===== src/rtl/spi_flash_pkg.sv =====
// spi_flash_pkg: SPI flash opcodes, status bit index, sequencer states and address byte helper
package spi_flash_pkg;
  localparam logic [7:0] OP_WREN = 8'h06;
  localparam logic [7:0] OP_RDSR = 8'h05;
  localparam logic [7:0] OP_DUMMY = 8'hFF;
  localparam int WIP_BIT = 0;
  localparam int GAP_W = 32;
  typedef enum logic [3:0] {
    ST_IDLE, ST_WREN, ST_GAP1, ST_SE, ST_GAP2, ST_RDSR, ST_CHECK, ST_POLL_GAP, ST_DONE, ST_ERR
  } state_t;
  function automatic logic [7:0] addr_byte(input logic [23:0] addr, input logic [1:0] idx);
    return idx == 2'd1 ? addr[23:16] : idx == 2'd2 ? addr[15:8] : addr[7:0];
  endfunction
endpackage


===== src/rtl/spi_gap_timer.sv =====
// spi_gap_timer: loadable down-counter timing the CS-high gaps between SPI transactions
module spi_gap_timer
  import spi_flash_pkg::*;
(
  input  logic             clk,
  input  logic             rst,
  input  logic             load,
  input  logic [GAP_W-1:0] value,
  output logic             zero
);
  logic [GAP_W-1:0] cnt;
  // reload on request, otherwise count down and rest at zero
  always_ff @(posedge clk)
    if (rst) cnt <= '0;
    else if (load) cnt <= value;
    else if (cnt != '0) cnt <= cnt - 1'b1;
  assign zero = cnt == '0 && !load;
endmodule


===== src/rtl/spi_erase_sequencer.sv =====
// spi_erase_sequencer: WREN, SE+addr, RDSR polling until WIP=0 over spi_drive; ERASE_TIMEOUT_EN adds a WIP timeout
module spi_erase_sequencer
  import spi_flash_pkg::*;
#(
`ifdef ERASE_TIMEOUT_EN
  parameter logic [31:0] TIMEOUT_CYC = 32'd150_000_000,
`endif
  parameter logic [7:0] SE_OPCODE = 8'hD8,
  parameter int CS_GAP_CYC = 10,
  parameter int POLL_GAP_CYC = 50
) (
  input  logic        sys_clk,
  input  logic        sys_rst,
  input  logic        erase_req,
  input  logic [23:0] erase_addr,
  output logic        erase_busy,
  output logic        erase_done,
  output logic        erase_err,
  output logic [7:0]  status_reg,
  output logic        spi_start,
  output logic        spi_end,
  output logic [7:0]  data_send,
  input  logic [7:0]  data_rec,
  input  logic        send_done,
  input  logic        rec_done
);
  localparam logic [GAP_W-1:0] CS_LOAD = GAP_W'(CS_GAP_CYC - 1);
  localparam logic [GAP_W-1:0] POLL_LOAD = GAP_W'(POLL_GAP_CYC - 1);
  state_t state;
  logic [23:0] addr;
  logic [1:0] byte_cnt;
  logic rec_cnt, gap_load, gap_zero;
  logic [GAP_W-1:0] gap_value;
`ifdef ERASE_TIMEOUT_EN
  logic [31:0] to_cnt;
  logic to_hit;
  assign to_hit = to_cnt >= TIMEOUT_CYC;
`else
  assign erase_err = 1'b0;
`endif
  spi_gap_timer u_gap (.clk(sys_clk), .rst(sys_rst), .load(gap_load), .value(gap_value), .zero(gap_zero));
  // erase sequencing FSM; every SPI control output is registered
  always_ff @(posedge sys_clk)
    if (sys_rst) begin
      state <= ST_IDLE;
      addr <= '0;
      byte_cnt <= '0;
      rec_cnt <= 1'b0;
      gap_load <= 1'b0;
      gap_value <= '0;
      erase_busy <= 1'b0;
      erase_done <= 1'b0;
      status_reg <= '0;
      spi_start <= 1'b0;
      spi_end <= 1'b0;
      data_send <= '0;
`ifdef ERASE_TIMEOUT_EN
      erase_err <= 1'b0;
      to_cnt <= '0;
`endif
    end else begin
      spi_start <= 1'b0;
      spi_end <= 1'b0;
      erase_done <= 1'b0;
      gap_load <= 1'b0;
`ifdef ERASE_TIMEOUT_EN
      erase_err <= 1'b0;
      to_cnt <= state == ST_SE ? '0 : to_cnt + 1'b1;
`endif
      case (state)
        ST_IDLE:
          if (erase_req) begin
            addr <= erase_addr;
            erase_busy <= 1'b1;
            spi_start <= 1'b1;
            data_send <= OP_WREN;
            state <= ST_WREN;
          end
        ST_WREN:
          if (send_done) begin
            spi_end <= 1'b1;
            gap_load <= 1'b1;
            gap_value <= CS_LOAD;
            state <= ST_GAP1;
          end
        ST_GAP1:
          if (gap_zero) begin
            spi_start <= 1'b1;
            data_send <= SE_OPCODE;
            byte_cnt <= '0;
            state <= ST_SE;
          end
        ST_SE:
          if (send_done && byte_cnt == 2'd3) begin
            spi_end <= 1'b1;
            gap_load <= 1'b1;
            gap_value <= CS_LOAD;
            state <= ST_GAP2;
          end else if (send_done) begin
            byte_cnt <= byte_cnt + 2'd1;
            data_send <= addr_byte(addr, byte_cnt + 2'd1);
          end
        ST_GAP2, ST_POLL_GAP:
`ifdef ERASE_TIMEOUT_EN
          if (state == ST_POLL_GAP && to_hit) begin
            erase_err <= 1'b1;
            erase_busy <= 1'b0;
            state <= ST_ERR;
          end else
`endif
          if (gap_zero) begin
            spi_start <= 1'b1;
            data_send <= OP_RDSR;
            byte_cnt <= '0;
            rec_cnt <= 1'b0;
            state <= ST_RDSR;
          end
        ST_RDSR: begin
          if (rec_done) rec_cnt <= 1'b1;
          if (rec_done && rec_cnt) status_reg <= data_rec;
          if (send_done && byte_cnt[0]) begin
            spi_end <= 1'b1;
            state <= ST_CHECK;
          end else if (send_done) begin
            byte_cnt <= 2'd1;
            data_send <= OP_DUMMY;
          end
        end
        ST_CHECK:
          if (!status_reg[WIP_BIT]) begin
            erase_done <= 1'b1;
            erase_busy <= 1'b0;
            state <= ST_DONE;
          end
`ifdef ERASE_TIMEOUT_EN
          else if (to_hit) begin
            erase_err <= 1'b1;
            erase_busy <= 1'b0;
            state <= ST_ERR;
          end
`endif
          else begin
            gap_load <= 1'b1;
            gap_value <= POLL_LOAD;
            state <= ST_POLL_GAP;
          end
        default: state <= ST_IDLE;
      endcase
    end
endmodule


===== config.mk =====
export PLATFORM = sky130hd
export DESIGN_NAME = spi_erase_sequencer
export DESIGN_NICKNAME = d
export VERILOG_FILES = /design/src/rtl/spi_flash_pkg.sv /design/src/rtl/spi_gap_timer.sv /design/src/rtl/spi_erase_sequencer.sv
export SDC_FILE = /design/constraint.sdc
export NUM_CORES = 1
export LEC_CHECK = 0
export BUFFER_PORTS_ARGS = -buffer_cell sky130_fd_sc_hd__buf_2
export CAP_MARGIN = 20
export CORE_MARGIN = 1.5
export CORE_UTILIZATION = 40
export DETAILED_ROUTE_END_ITERATION = 16
export PLACE_DENSITY_LB_ADDON = 0.15
export SLEW_MARGIN = 10
export SYNTH_ARGS = -nofsm -noshare
export SYNTH_HDL_FRONTEND = slang
export SYNTH_SLANG_ARGS = --single-unit

===== constraint.sdc =====
create_clock -name sys_clk -period 4 [get_ports sys_clk]
set_input_delay 0.2 -clock sys_clk [delete_from_list [all_inputs] [get_ports sys_clk]]
set_output_delay 0.2 -clock sys_clk [all_outputs]
set_load 0.05 [all_outputs]

Word-level counts from Yosys, hierarchy flattened
Index checks and enable logic that the tools add are counted.
{"block": "totals", "reg_bits": 116, "in_bits": 37, "output_inout_bits": 21, "elab_cells": 111}
{"block": "op_classes", "add_sub_neg": 2, "n_eq_ne": 24, "n_mux": 46, "bitwise_logic": 1, "reduce_logical": 25}
{"cell": "$mux 32", "count": 5}
{"cell": "$pmux 32 s3", "count": 1}
{"cell": "$mux 8", "count": 9}
{"cell": "$pmux 8 s5", "count": 1}
{"cell": "$logic_not 32->1", "count": 1}
{"cell": "$reduce_bool 32->1", "count": 1}
{"cell": "$sub 32x1->32 const B", "count": 1}
{"cell": "$mux 4", "count": 7}
{"cell": "$pmux 4 s7", "count": 1}
{"cell": "$ne 2x2->1 const B", "count": 13}
{"cell": "$eq 4x3->1 const B", "count": 4}
{"cell": "$reduce_and 6->1", "count": 2}
{"cell": "$mux 1", "count": 11}
{"cell": "$mux 2", "count": 5}
{"cell": "$eq 4x2->1 const B", "count": 2}
{"cell": "$reduce_and 8->1", "count": 1}
{"cell": "$pmux 1 s2", "count": 3}
{"cell": "$pmux 1 s3", "count": 2}
{"cell": "$pmux 2 s3", "count": 1}
{"cell": "$reduce_and 3->1", "count": 2}
{"cell": "$reduce_bool 2->1", "count": 3}
{"cell": "$reduce_bool 3->1", "count": 2}
{"cell": "$reduce_bool 5->1", "count": 1}
{"cell": "$eq 2x2->1 const B", "count": 2}
{"cell": "12 further kinds", "count": 17}

Longest topological paths before layout
Gate-level depths: netlist of the first run.
{"block": "logic_depth", "ltp_word": 7, "mapped_depth": 8, "ltp_nobuf": 7}

Cells and area by module
A second synthesis of the first run with hierarchy kept.
{"block": "unflattened", "cells_unflattened": 555, "hier_area_um2": 4549.4}
{"mod": "spi_erase_sequencer", "n_inst": 1, "cells_each": 337, "area_per_inst_um2": 2671.3, "seq_area_each_um2": 1101.1}
{"mod": "spi_gap_timer", "n_inst": 1, "cells_each": 218, "area_per_inst_um2": 1878.1, "seq_area_each_um2": 640.6}

Worst setup path after synthesis of the first run
Ideal clock, no wire load.
{"block": "synth_path", "path_type": "register to register", "from": "reg byte_cnt[0]", "to": "reg data_send[5]", "setup_time_ps": 70, "t_arrival_ps": 1902, "required_ps": 3930, "slack_ps": 2027, "path_stages_with_launch": 8, "path_buffers": 1, "synth_period_minus_slack_ps": 1973, "cell_sequence": "dfxtp_1 > ha_1 > and2_1 > a2111oi_4 > nand4_1 > clkbuf_1 > or3_1 > a21oi_1"}
{"block": "synth_via", "elab_chain_cells": 7, "word_cells_on_any_way": 14, "classes_between": "add/sub (1); eq/ne (5); mux (5); reduce/logical (3)"}
{"element": "from (decl)", "line_no": "spi_erase_sequencer.sv:31", "text": "logic [1:0] byte_cnt;"}
{"element": "from (signal assigned)", "line_no": "spi_erase_sequencer.sv:100", "text": "byte_cnt <= byte_cnt + 2'd1;"}
{"element": "$add 2x1->2", "line_no": "spi_erase_sequencer.sv:101", "text": "data_send <= addr_byte(addr, byte_cnt + 2'd1);"}
{"element": "$eq 2x2->1", "line_no": "spi_flash_pkg.sv:12", "text": "return idx == 2'd1 ? addr[23:16] : idx == 2'd2 ? addr[15:8] : addr[7:0];"}
{"element": "$mux 8 (2 in series)", "line_no": "spi_flash_pkg.sv:12"}
{"element": "$mux 8", "line_no": "spi_erase_sequencer.sv:99", "text": "end else if (send_done) begin"}
{"element": "$mux 8", "line_no": "spi_erase_sequencer.sv:94", "text": "if (send_done && byte_cnt == 2'd3) begin"}
{"element": "$pmux 8 s5", "line_no": "spi_erase_sequencer.sv:70", "text": "case (state)"}
{"element": "to (signal assigned)", "line_no": "spi_erase_sequencer.sv:101"}
{"element": "to (decl)", "line_no": "spi_erase_sequencer.sv:22", "text": "output logic [7:0] data_send,"}
Parallel ways exist; a longest one is shown, timed or not. The select of a mux whose other input is x is not followed.
A chain may end at the register's enable or synchronous reset.

Worst setup path in the final report of the first run
{"block": "layout_path", "from": "reg state[1]", "to": "reg data_send[2]"}
{"block": "layout_via", "elab_chain_cells": 4, "word_cells_on_any_way": 17, "classes_between": "eq/ne (12); mux (1); reduce/logical (4)"}
{"element": "from (decl)", "line_no": "spi_erase_sequencer.sv:29", "text": "state_t state;"}
{"element": "from (signal assigned)", "line_no": "spi_erase_sequencer.sv:45", "text": "state <= ST_IDLE;"}
{"element": "from (signal assigned)", "line_no": "spi_erase_sequencer.sv:77", "text": "state <= ST_WREN;"}
{"element": "from (signal assigned)", "line_no": "spi_erase_sequencer.sv:84", "text": "state <= ST_GAP1;"}
{"element": "$eq 4x3->1", "line_no": "spi_erase_sequencer.sv:70"}
{"element": "$reduce_or 2->1", "line_no": "spi_erase_sequencer.sv:70"}
{"element": "$reduce_bool 5->1 (no line) / $ne 2x2->1 (equally long branches)"}
{"element": "$reduce_and 8->1 (no line)"}
Parallel ways exist; a longest one is shown, timed or not.

==> results.yml, run 1 <==
synth:
  synthesis.area_um2: 4360
  synth-seq-area-share_pct: 40.0
  synth.area.mux_share_pct: 4.59
  synthXorXnorAreaFrac_pct: 3.62
  area_contributors_post_synth: "sky130_fd_sc_hd__dfxtp_1 40%, sky130_fd_sc_hd__a21oi_1 6.9%, sky130_fd_sc_hd__nand2_1 6.2%"
  synth-seq-cells: 87
  adder_cell_area_share_of_the_yosys_netlist_pct: 1.15
  syn_inst: 526
  postSynth.topFlopCell: "sky130_fd_sc_hd__dfxtp_1"
  synthesis.yosys.warnings: 0
  area_share_of_the_leading_cell_type_in_the_synthesized_netlist_pct: 40.0
  synth_top_family_by_area: "simple AND/OR/NAND/NOR gates"
  synth_top_cell_by_area: "sky130_fd_sc_hd__dfxtp_1"
  post_synth_num_cell_types: 62
  syn_nets: 567
  postSynth.asyncResetShare_pct: 0
  basic_gate_share_of_the_synthesized_area_counting_and_or_nand_and_nor_cells_pct: 27.6
  synth_compound_area_share_pct: 18.2
  ys_top_cells_by_count: "87 x sky130_fd_sc_hd__dfxtp_1, 72 x sky130_fd_sc_hd__nand2_1, 60 x sky130_fd_sc_hd__a21oi_1, 47 x sky130_fd_sc_hd__nor2_1, 23 x sky130_fd_sc_hd__o21ai_0"
  syn_area_per_cell_um2: 8.29
  yosysMostFrequentCell: "sky130_fd_sc_hd__dfxtp_1"
  synth_edf_count: 0
placed_design:
  routability_congestion_estimate: 0.809
  numPortBuffers: 56
  detailedPlace.worstSlack_ns: 1.48
  numPlacedInstances: 685
  detailed_place_hpwl_um: 7190
floorplan:
  floorplan.initialDensity_pct: 41.7
  fp.dieArea_um2: 11500
  core.rowCount: 37
  num_io_pins: 58
  fp.dieW_um: 107
  coreArea_um2: 10500
  die_h_um: 107
finish:
  layout_top_registers: "u_gap.cnt x32, addr x24"
  filler_cell_count: 1079
  antenna-diode-count: 0
  synthToLayoutAreaGrowth_pct: 11.1
  finalNetCount: 601
  finalNonFillerCells: 700
  final_layout_size_suffix_gt1_share_pct: 15.4
  largest_register_ff_count: 32
  regMostFlops: "u_gap.cnt"
global_route:
  grt_start_max_net_pins: 54
  first_pass_grt_wire_length_um: 17300
  overflow: 0
  number_of_global_route_vias_before_repair: 3461
  number_of_antenna_violations_at_the_first_check_in_global_routing: 0
  grt_use_total_pct: 18.7
hold_path:
  worst_hold_path.num_cells: 3
  hold_path_class: "input pin to flop"
routing:
  post-route-drc-count: 0
  ant_nets: 0
  dr_total_vias: 3788
  top_layer_used: "met4"
  dr_wl_met3_um: 403
  wl_per_cell_um: 14.9
  first_pass_iters: 4
  m1WireLength_um: 5410
  postRouteWirelength_um: 10500
  routed-wl-met2_um: 4540
  first_iter_violations: 248
  vias_per_cell: 5.41
clock_tree:
  h_tree_levels: 3
  cts_hold_buffers: 0
  tritoncts_num_sinks: 87
  cts-root-to-sink-buffers: 2
  numCtsBuffers: 9
  postCtsSetupBuffers: 0
  tritoncts: "yes"
  insertion_delay_ns: 0.36
  clock_tree.root_cell: "sky130_fd_sc_hd__clkbuf_8"
  ctsResizeCount: 0
  clk_pin_slew_ns: 0.09
setup_path:
  cp_cell_sequence: "and4b_1, a2111oi_4, nand4_1, or3_1, a21oi_1"
  cp_max_fo: 23
  worstSetupStartpointType: "flop"
  timing.critical_path.slowest_stage_cell: "sky130_fd_sc_hd__dfxtp_1"
  arrival_ns: 2.87
  path_class: "flop to flop"
  slowest_delay_ns: 0.72
  r2r.worst_path.cells: 5
  required_time_at_the_worst_slack_endpoint_ns: 4.29
  cp-end-kind: "flop"
power:
  power.share.combinational_pct: 48.8
  ir_drop_v: 0.000334
  pwr-share-seq_pct: 35.1
  p_leak_uw: 0.00191
  power_switching_uw: 1650
  cell_area_power_density_nw_per_um2: 750
  power_report.internal_total_uw: 1980
  share_clk_of_total_power_pct: 16.1
  power.share.switching_pct: 45.3
sta:
  setup_violations: 0
  grt_setup_unrepaired: "no"
  achievable-frequency_ghz: 0.388
  max_slew_margin_pct: 40.9
  fin_hold_ws_ns: 0.0677
  hold_viol: 0
  finalClockSkew_ns: 0.0120
  final.min_clock_period_ns: 2.58
  final.setup.tns_ns: 0
  number_of_slew_limit_violations_in_the_final_report: 0
  tightestPinTransition_ns: 0.887
  setup_ws_ns: 1.42
  finalCritPeriodShare_pct: 64.5
outcome:
  outcome: "completed"
run:
  cap_viol_max_count: 0
==> cells in the final DEF (no fill, tap or decap), types with 3 or more instances in the layout <==
master and count:
sky130_fd_sc_hd__or4_1 6, sky130_fd_sc_hd__nor2_1 47, sky130_fd_sc_hd__a21oi_1 60, sky130_fd_sc_hd__nand2b_1 6, sky130_fd_sc_hd__mux2i_1 20, sky130_fd_sc_hd__nor4_1 9, sky130_fd_sc_hd__a31oi_1 7, sky130_fd_sc_hd__and2_1 3
sky130_fd_sc_hd__nand3_1 8, sky130_fd_sc_hd__a211oi_1 5, sky130_fd_sc_hd__and4_1 3, sky130_fd_sc_hd__nand4_1 6, sky130_fd_sc_hd__o31ai_1 5, sky130_fd_sc_hd__nor3_1 8, sky130_fd_sc_hd__nor4_4 3, sky130_fd_sc_hd__o211ai_1 3
sky130_fd_sc_hd__dfxtp_1 87, sky130_fd_sc_hd__buf_4 3, sky130_fd_sc_hd__buf_2 56, sky130_fd_sc_hd__nor2b_1 7, sky130_fd_sc_hd__o21ai_0 23, sky130_fd_sc_hd__o311ai_0 3, sky130_fd_sc_hd__clkbuf_8 9, sky130_fd_sc_hd__nor3b_1 3
sky130_fd_sc_hd__inv_1 11, sky130_fd_sc_hd__or3_1 20, sky130_fd_sc_hd__xnor2_1 9, sky130_fd_sc_hd__nand2_1 72, sky130_fd_sc_hd__clkinv_2 4, sky130_fd_sc_hd__o21a_1 3, sky130_fd_sc_hd__ha_1 4, sky130_fd_sc_hd__xor2_1 9
sky130_fd_sc_hd__o2111ai_1 3
==> worst max-delay path, delay by kind of cell, from the launching register on <==
kind | cells | cell delay (ns)
flip-flops | 1 | 0.72
AND/OR/NAND/NOR | 3 | 1.31
AO/OA/AOI/OAI | 2 | 0.48
==> logic make-up (layout without fill, tap and decap cells) <==
kind of cell               count (synthesis)  after routing
other                                      1              1
and+or+nand+nor                          222            222
AOI/OAI and AO/OA                        127            127
adders and majority gates                  4              4
DFF                                       87             87
xor gates and xnor gates                  18             18
muxes                                     20             20
buffers and inverters                     47             85
==> per-layer routing <==
metal	GRT usage, %	up-vias
met5	0	-
met4	5.64	0
met3	3.63	8
met2	27.9	68
met1	27.0	1763
li1	-	1949
==> per-stage QoR <==
stage / utilization [%] / cell area, µm² / total power, µW
detailed placement: 44.6 / 4660 / 3050
global route: 46.3 / 4840 / 3920
global placement: 44.6 / 4660 / 3020
finish: 46.3 / 4840 / 3630
CTS: 46.3 / 4840 / 3640
floorplan: - / 4360 / 2710
==> worst paths after layout <==
| path | endpoint | from | slack (ns) |
|---|---|---|---|
| max | data_send[2]$_SDFFE_PP0P_ | state[1]$_SDFFE_PP0P_ | 1.42 |
| min | addr[20]$_SDFFE_PP0P_ | erase_addr[20] | 0.07 |
| max reg2reg | data_send[2]$_SDFFE_PP0P_ | state[1]$_SDFFE_PP0P_ | 1.42 |
| min reg2reg | addr[15]$_SDFFE_PP0P_ | addr[15]$_SDFFE_PP0P_ | 0.46 |
==> cell type report <==
| cell class | count | area (µm²) | area share [%] |
|---|---|---|---|
| flip-flops and latches | 87 | 1740 | 36.0 |
| inverters | 11 | 41.3 | 0.853 |
| repair buffers | 59 | 303 | 6.25 |
| multi-input cells | 392 | 2410 | 49.7 |
| well taps | 136 | 170 | 3.52 |
| clock buffers | 10 | 128 | 2.64 |
| clock inverters | 5 | 50.0 | 1.03 |
==> power by group through the flow <==
stage | Combinational [µW] | Clock (µW) | Sequential [µW]
final | 1770 | 587 | 1270
after global routing | 1970 | 641 | 1310
after CTS | 1770 | 603 | 1270
after detailed placement | 1760 | 0 | 1290
after global placement | 1740 | 0 | 1280
after floorplan | 1420 | 0 | 1290
No activity file was read; power rests on OpenSTA's default activity.
==> run 2, diff against run 1 <==
--- a/config.mk
+++ b/config.mk
@@ -5,6 +5,7 @@
 export SDC_FILE = /design/constraint.sdc
 export NUM_CORES = 1
 export LEC_CHECK = 0
+export ABC_AREA = 1
 export BUFFER_PORTS_ARGS = -buffer_cell sky130_fd_sc_hd__buf_2
 export CAP_MARGIN = 20
 export CORE_MARGIN = 1.5
==> constraint.sdc (replaced) <==
create_clock -name sys_clk -period 2.12 [get_ports sys_clk]
set_input_delay 0.106 -clock sys_clk [delete_from_list [all_inputs] [get_ports sys_clk]]
set_output_delay 0.106 -clock sys_clk [all_outputs]
set_load 0.05 [all_outputs]
==> run 2 against run 1 <==
  * Via count grew 13%
  * Maximum frequency grew 36%
  * Sequential power rose by 98%
  * Cell area is 8.1% higher
  * Clock power rose by 130%
  * Synthesized cell count rose by 25%
  * First-iteration DRC count down 13%
  * Power is 140% higher
  * Die area is 0.41% higher
  * Global-route usage is 1.5 points higher
  * Synthesized area increased by 0.43%
  * Critical endpoint is now data_send[3]$_SDFFE_PP0P_
  * Largest cell class unchanged
  * Highest routed layer unchanged
==> results.yml, run 2 <==
outcome:
  outcome: "completed"
synth:
  adder_cell_area_share_of_the_yosys_netlist_pct: 1.14
  synthXorXnorAreaFrac_pct: 1.60
  postSynth.asyncResetShare_pct: 0
  yosysMostFrequentCell: "sky130_fd_sc_hd__nand2_1"
  synth_top_cell_by_area: "sky130_fd_sc_hd__dfxtp_1"
  synthesis.area_um2: 4380
  area_contributors_post_synth: "sky130_fd_sc_hd__dfxtp_1 40%, sky130_fd_sc_hd__nand2_1 12%, sky130_fd_sc_hd__nor2_1 9.1%"
  syn_area_per_cell_um2: 6.67
  post_synth_num_cell_types: 38
  synth.area.mux_share_pct: 0
  area_share_of_the_leading_cell_type_in_the_synthesized_netlist_pct: 39.8
  synth-seq-area-share_pct: 39.8
  ys_top_cells_by_count: "144 x sky130_fd_sc_hd__nand2_1, 106 x sky130_fd_sc_hd__nor2_1, 87 x sky130_fd_sc_hd__dfxtp_1, 69 x sky130_fd_sc_hd__a21oi_1, 66 x sky130_fd_sc_hd__nand3_1"
  synth_compound_area_share_pct: 12.5
  synth_top_family_by_area: "simple AND/OR/NAND/NOR gates"
  basic_gate_share_of_the_synthesized_area_counting_and_or_nand_and_nor_cells_pct: 36.4
  synthesis.yosys.warnings: 0
  syn_nets: 697
  synth-seq-cells: 87
  postSynth.topFlopCell: "sky130_fd_sc_hd__dfxtp_1"
  synth_edf_count: 0
  syn_inst: 656
hold_path:
  hold_path_class: "input pin to flop"
finish:
  synthToLayoutAreaGrowth_pct: 19.5
  final_design_area_no_fill_um2: 5230
  finalNetCount: 771
  layout_commonest_cell: "sky130_fd_sc_hd__nand2_1"
  layout_top_registers: "u_gap.cnt x32, addr x24"
  antenna-diode-count: 0
  largest_register_ff_count: 32
  final_layout_size_suffix_gt1_share_pct: 15.0
  mostFrequentLayoutCells: "144 x sky130_fd_sc_hd__nand2_1, 106 x sky130_fd_sc_hd__nor2_1, 87 x sky130_fd_sc_hd__dfxtp_1"
  regMostFlops: "u_gap.cnt"
global_route:
  overflow: 0
  first_pass_grt_wire_length_um: 18600
  number_of_antenna_violations_at_the_first_check_in_global_routing: 0
  grt_use_total_pct: 20.2
  number_of_global_route_vias_before_repair: 4069
  grt_start_max_net_pins: 29
run:
  cap_viol_max_count: 0
power:
  p_leak_uw: 0.00246
  share_clk_of_total_power_pct: 15.3
  power_report.internal_total_uw: 4520
  ir_drop_v: 0.000734
  power_switching_uw: 4330
  cell_area_power_density_nw_per_um2: 1690
  power.share.combinational_pct: 56.3
  pwr-share-seq_pct: 28.4
  power.share.switching_pct: 48.9
setup_path:
  regToRegEndpoint: "data_send[3]$_SDFFE_PP0P_"
  required_time_at_the_worst_slack_endpoint_ns: 2.43
  cp-end-kind: "flop"
  crit-reg2reg-launch: "u_gap.cnt[0]$_SDFFE_PP0N_"
  arrival_ns: 2.20
  worstSetupStartpoint: "u_gap.cnt[0]$_SDFFE_PP0N_"
  path_class: "flop to flop"
  cp_max_fo: 8
  timing.reg2reg.setup_slack_ns: 0.23
  crit_path_end: "data_send[3]$_SDFFE_PP0P_"
  worstSetupStartpointType: "flop"
  r2r.worst_path.cells: 11
sta:
  finalCritPeriodShare_pct: 89.2
  setup_violations: 0
  grt_setup_unrepaired: "no"
  finalClockSkew_ns: 0.0131
  hold_viol: 0
  tightestPinTransition_ns: 0.503
  fin_hold_ws_ns: 0.0129
  max_slew_margin_pct: 66.4
  achievable-frequency_ghz: 0.529
  final.min_clock_period_ns: 1.89
  number_of_slew_limit_violations_in_the_final_report: 0
  final.setup.tns_ns: 0
clock_tree:
  clk_pin_slew_ns: 0.10
  tritoncts_num_sinks: 87
  tritoncts: "yes"
  insertion_delay_ns: 0.37
  numCtsBuffers: 9
  cts-root-to-sink-buffers: 2
  clock_tree.root_cell: "sky130_fd_sc_hd__clkbuf_8"
  postCtsSetupBuffers: 0
  h_tree_levels: 3
floorplan:
  floorplan.initialDensity_pct: 40.7
  num_io_pins: 58
  coreArea_um2: 10700
  fp.dieW_um: 108
  core.rowCount: 38
  fp.dieArea_um2: 11600
  die_h_um: 108
routing:
  post-route-drc-count: 0
  postRouteWirelength_um: 11100
  dr_total_vias: 4292
  first_iter_violations: 216
  first_pass_iters: 5
  vias_per_cell: 4.91
  wl_per_cell_um: 12.7
  ant_nets: 0
placed_design:
  detailed_place_hpwl_um: 7910
  placed_cell_area_um2: 4780
  numPortBuffers: 56
  routability_congestion_estimate: 0.917
[run 2: repair_timing]
action	in CTS	in global routing
hold buffers	22	0
endpoints found under the hold margin	22	0
resized for setup	0	1
endpoints found under the setup margin	0	5
[run 2: worst min-delay path by stage]
stage               cells past startpoint  slack (ns)      startpoint                         end
CTS                                     3      0.0004  erase_addr[15]       addr[15]$_SDFFE_PP0P_
floorplan                               2        0.27     data_rec[0]  status_reg[0]$_SDFFE_PP0P_
finish                                  3        0.01  erase_addr[12]       addr[12]$_SDFFE_PP0P_
detailed placement                      3        0.38  erase_addr[22]       addr[22]$_SDFFE_PP0P_
global route                            3       0.004  erase_addr[15]       addr[15]$_SDFFE_PP0P_
global placement                        3        0.38     data_rec[6]  status_reg[6]$_SDFFE_PP0P_
[run 2: worst max-delay path, stage by stage, from the launching register on]
cell and delay (ns):
sky130_fd_sc_hd__dfxtp_1 0.35, sky130_fd_sc_hd__inv_1 0.11, sky130_fd_sc_hd__ha_2 0.24, sky130_fd_sc_hd__nand2_4 0.10, sky130_fd_sc_hd__nor2_4 0.15, sky130_fd_sc_hd__nand4_2 0.18
sky130_fd_sc_hd__buf_4 0.21, sky130_fd_sc_hd__nand2_1 0.08, sky130_fd_sc_hd__nand2_2 0.07, sky130_fd_sc_hd__nor2_4 0.17, sky130_fd_sc_hd__nor2_1 0.06, sky130_fd_sc_hd__nor2_1 0.11
[run 2: cell families (layout without fill, tap and decap cells)]
family                   Yosys count  in the layout
buffers and inverters             89            168
adder cells (fa/ha/maj)            4              4
other                              1              1
flip-flops                        87             87
AO/OA/AOI/OAI                    104            104
AND/OR/NAND/NOR                  363            363
XOR/XNOR                           8              8
[run 2: layer usage]
metal | up-vias | routed length, µm | GRT usage (%) | part of all wire [%]
met4 | 0 | 136 | 6.95 | 1.2
met5 | - | 0 | 0 | 0
met1 | 1942 | 5200 | 26.1 | 47
met3 | 12 | 388 | 3.75 | 3.5
met2 | 82 | 5360 | 33.7 | 48
li1 | 2256 | - | - | -
[run 2: final cells by class]
type | instances | area (µm²)
multi-input combinational | 480 | 2270
tap | 140 | 175
fill | 1142 | 5510
inverter | 64 | 240
clock inverter | 6 | 92.6
sequential | 87 | 1740
clock buffer | 10 | 138
timing repair buffer | 88 | 576
[run 2: power by group through the flow]
| stage | registers [µW] | logic (µW) | clock network (µW) |
|---|---|---|---|
| finish | 2510 | 4980 | 1350 |
| global route | 2580 | 5700 | 1450 |
| CTS | 2510 | 4990 | 1380 |
| detailed placement | 2540 | 4930 | 0 |
| global placement | 2530 | 4900 | 0 |
| floorplan | 2660 | 3780 | 0 |
[run 2: per-stage QoR]
step	instances	setup WS (ns)	util (%)	power, µW
6_report	875	0.228	48.7	8850
5_1_grt	875	0.0274	48.7	9730
4_1_cts	875	0.167	48.7	8890
3_5_place_dp	837	0.197	44.5	7470
3_3_place_gp	837	0.270	44.5	7430
2_1_floorplan	656	0.460	-	6440
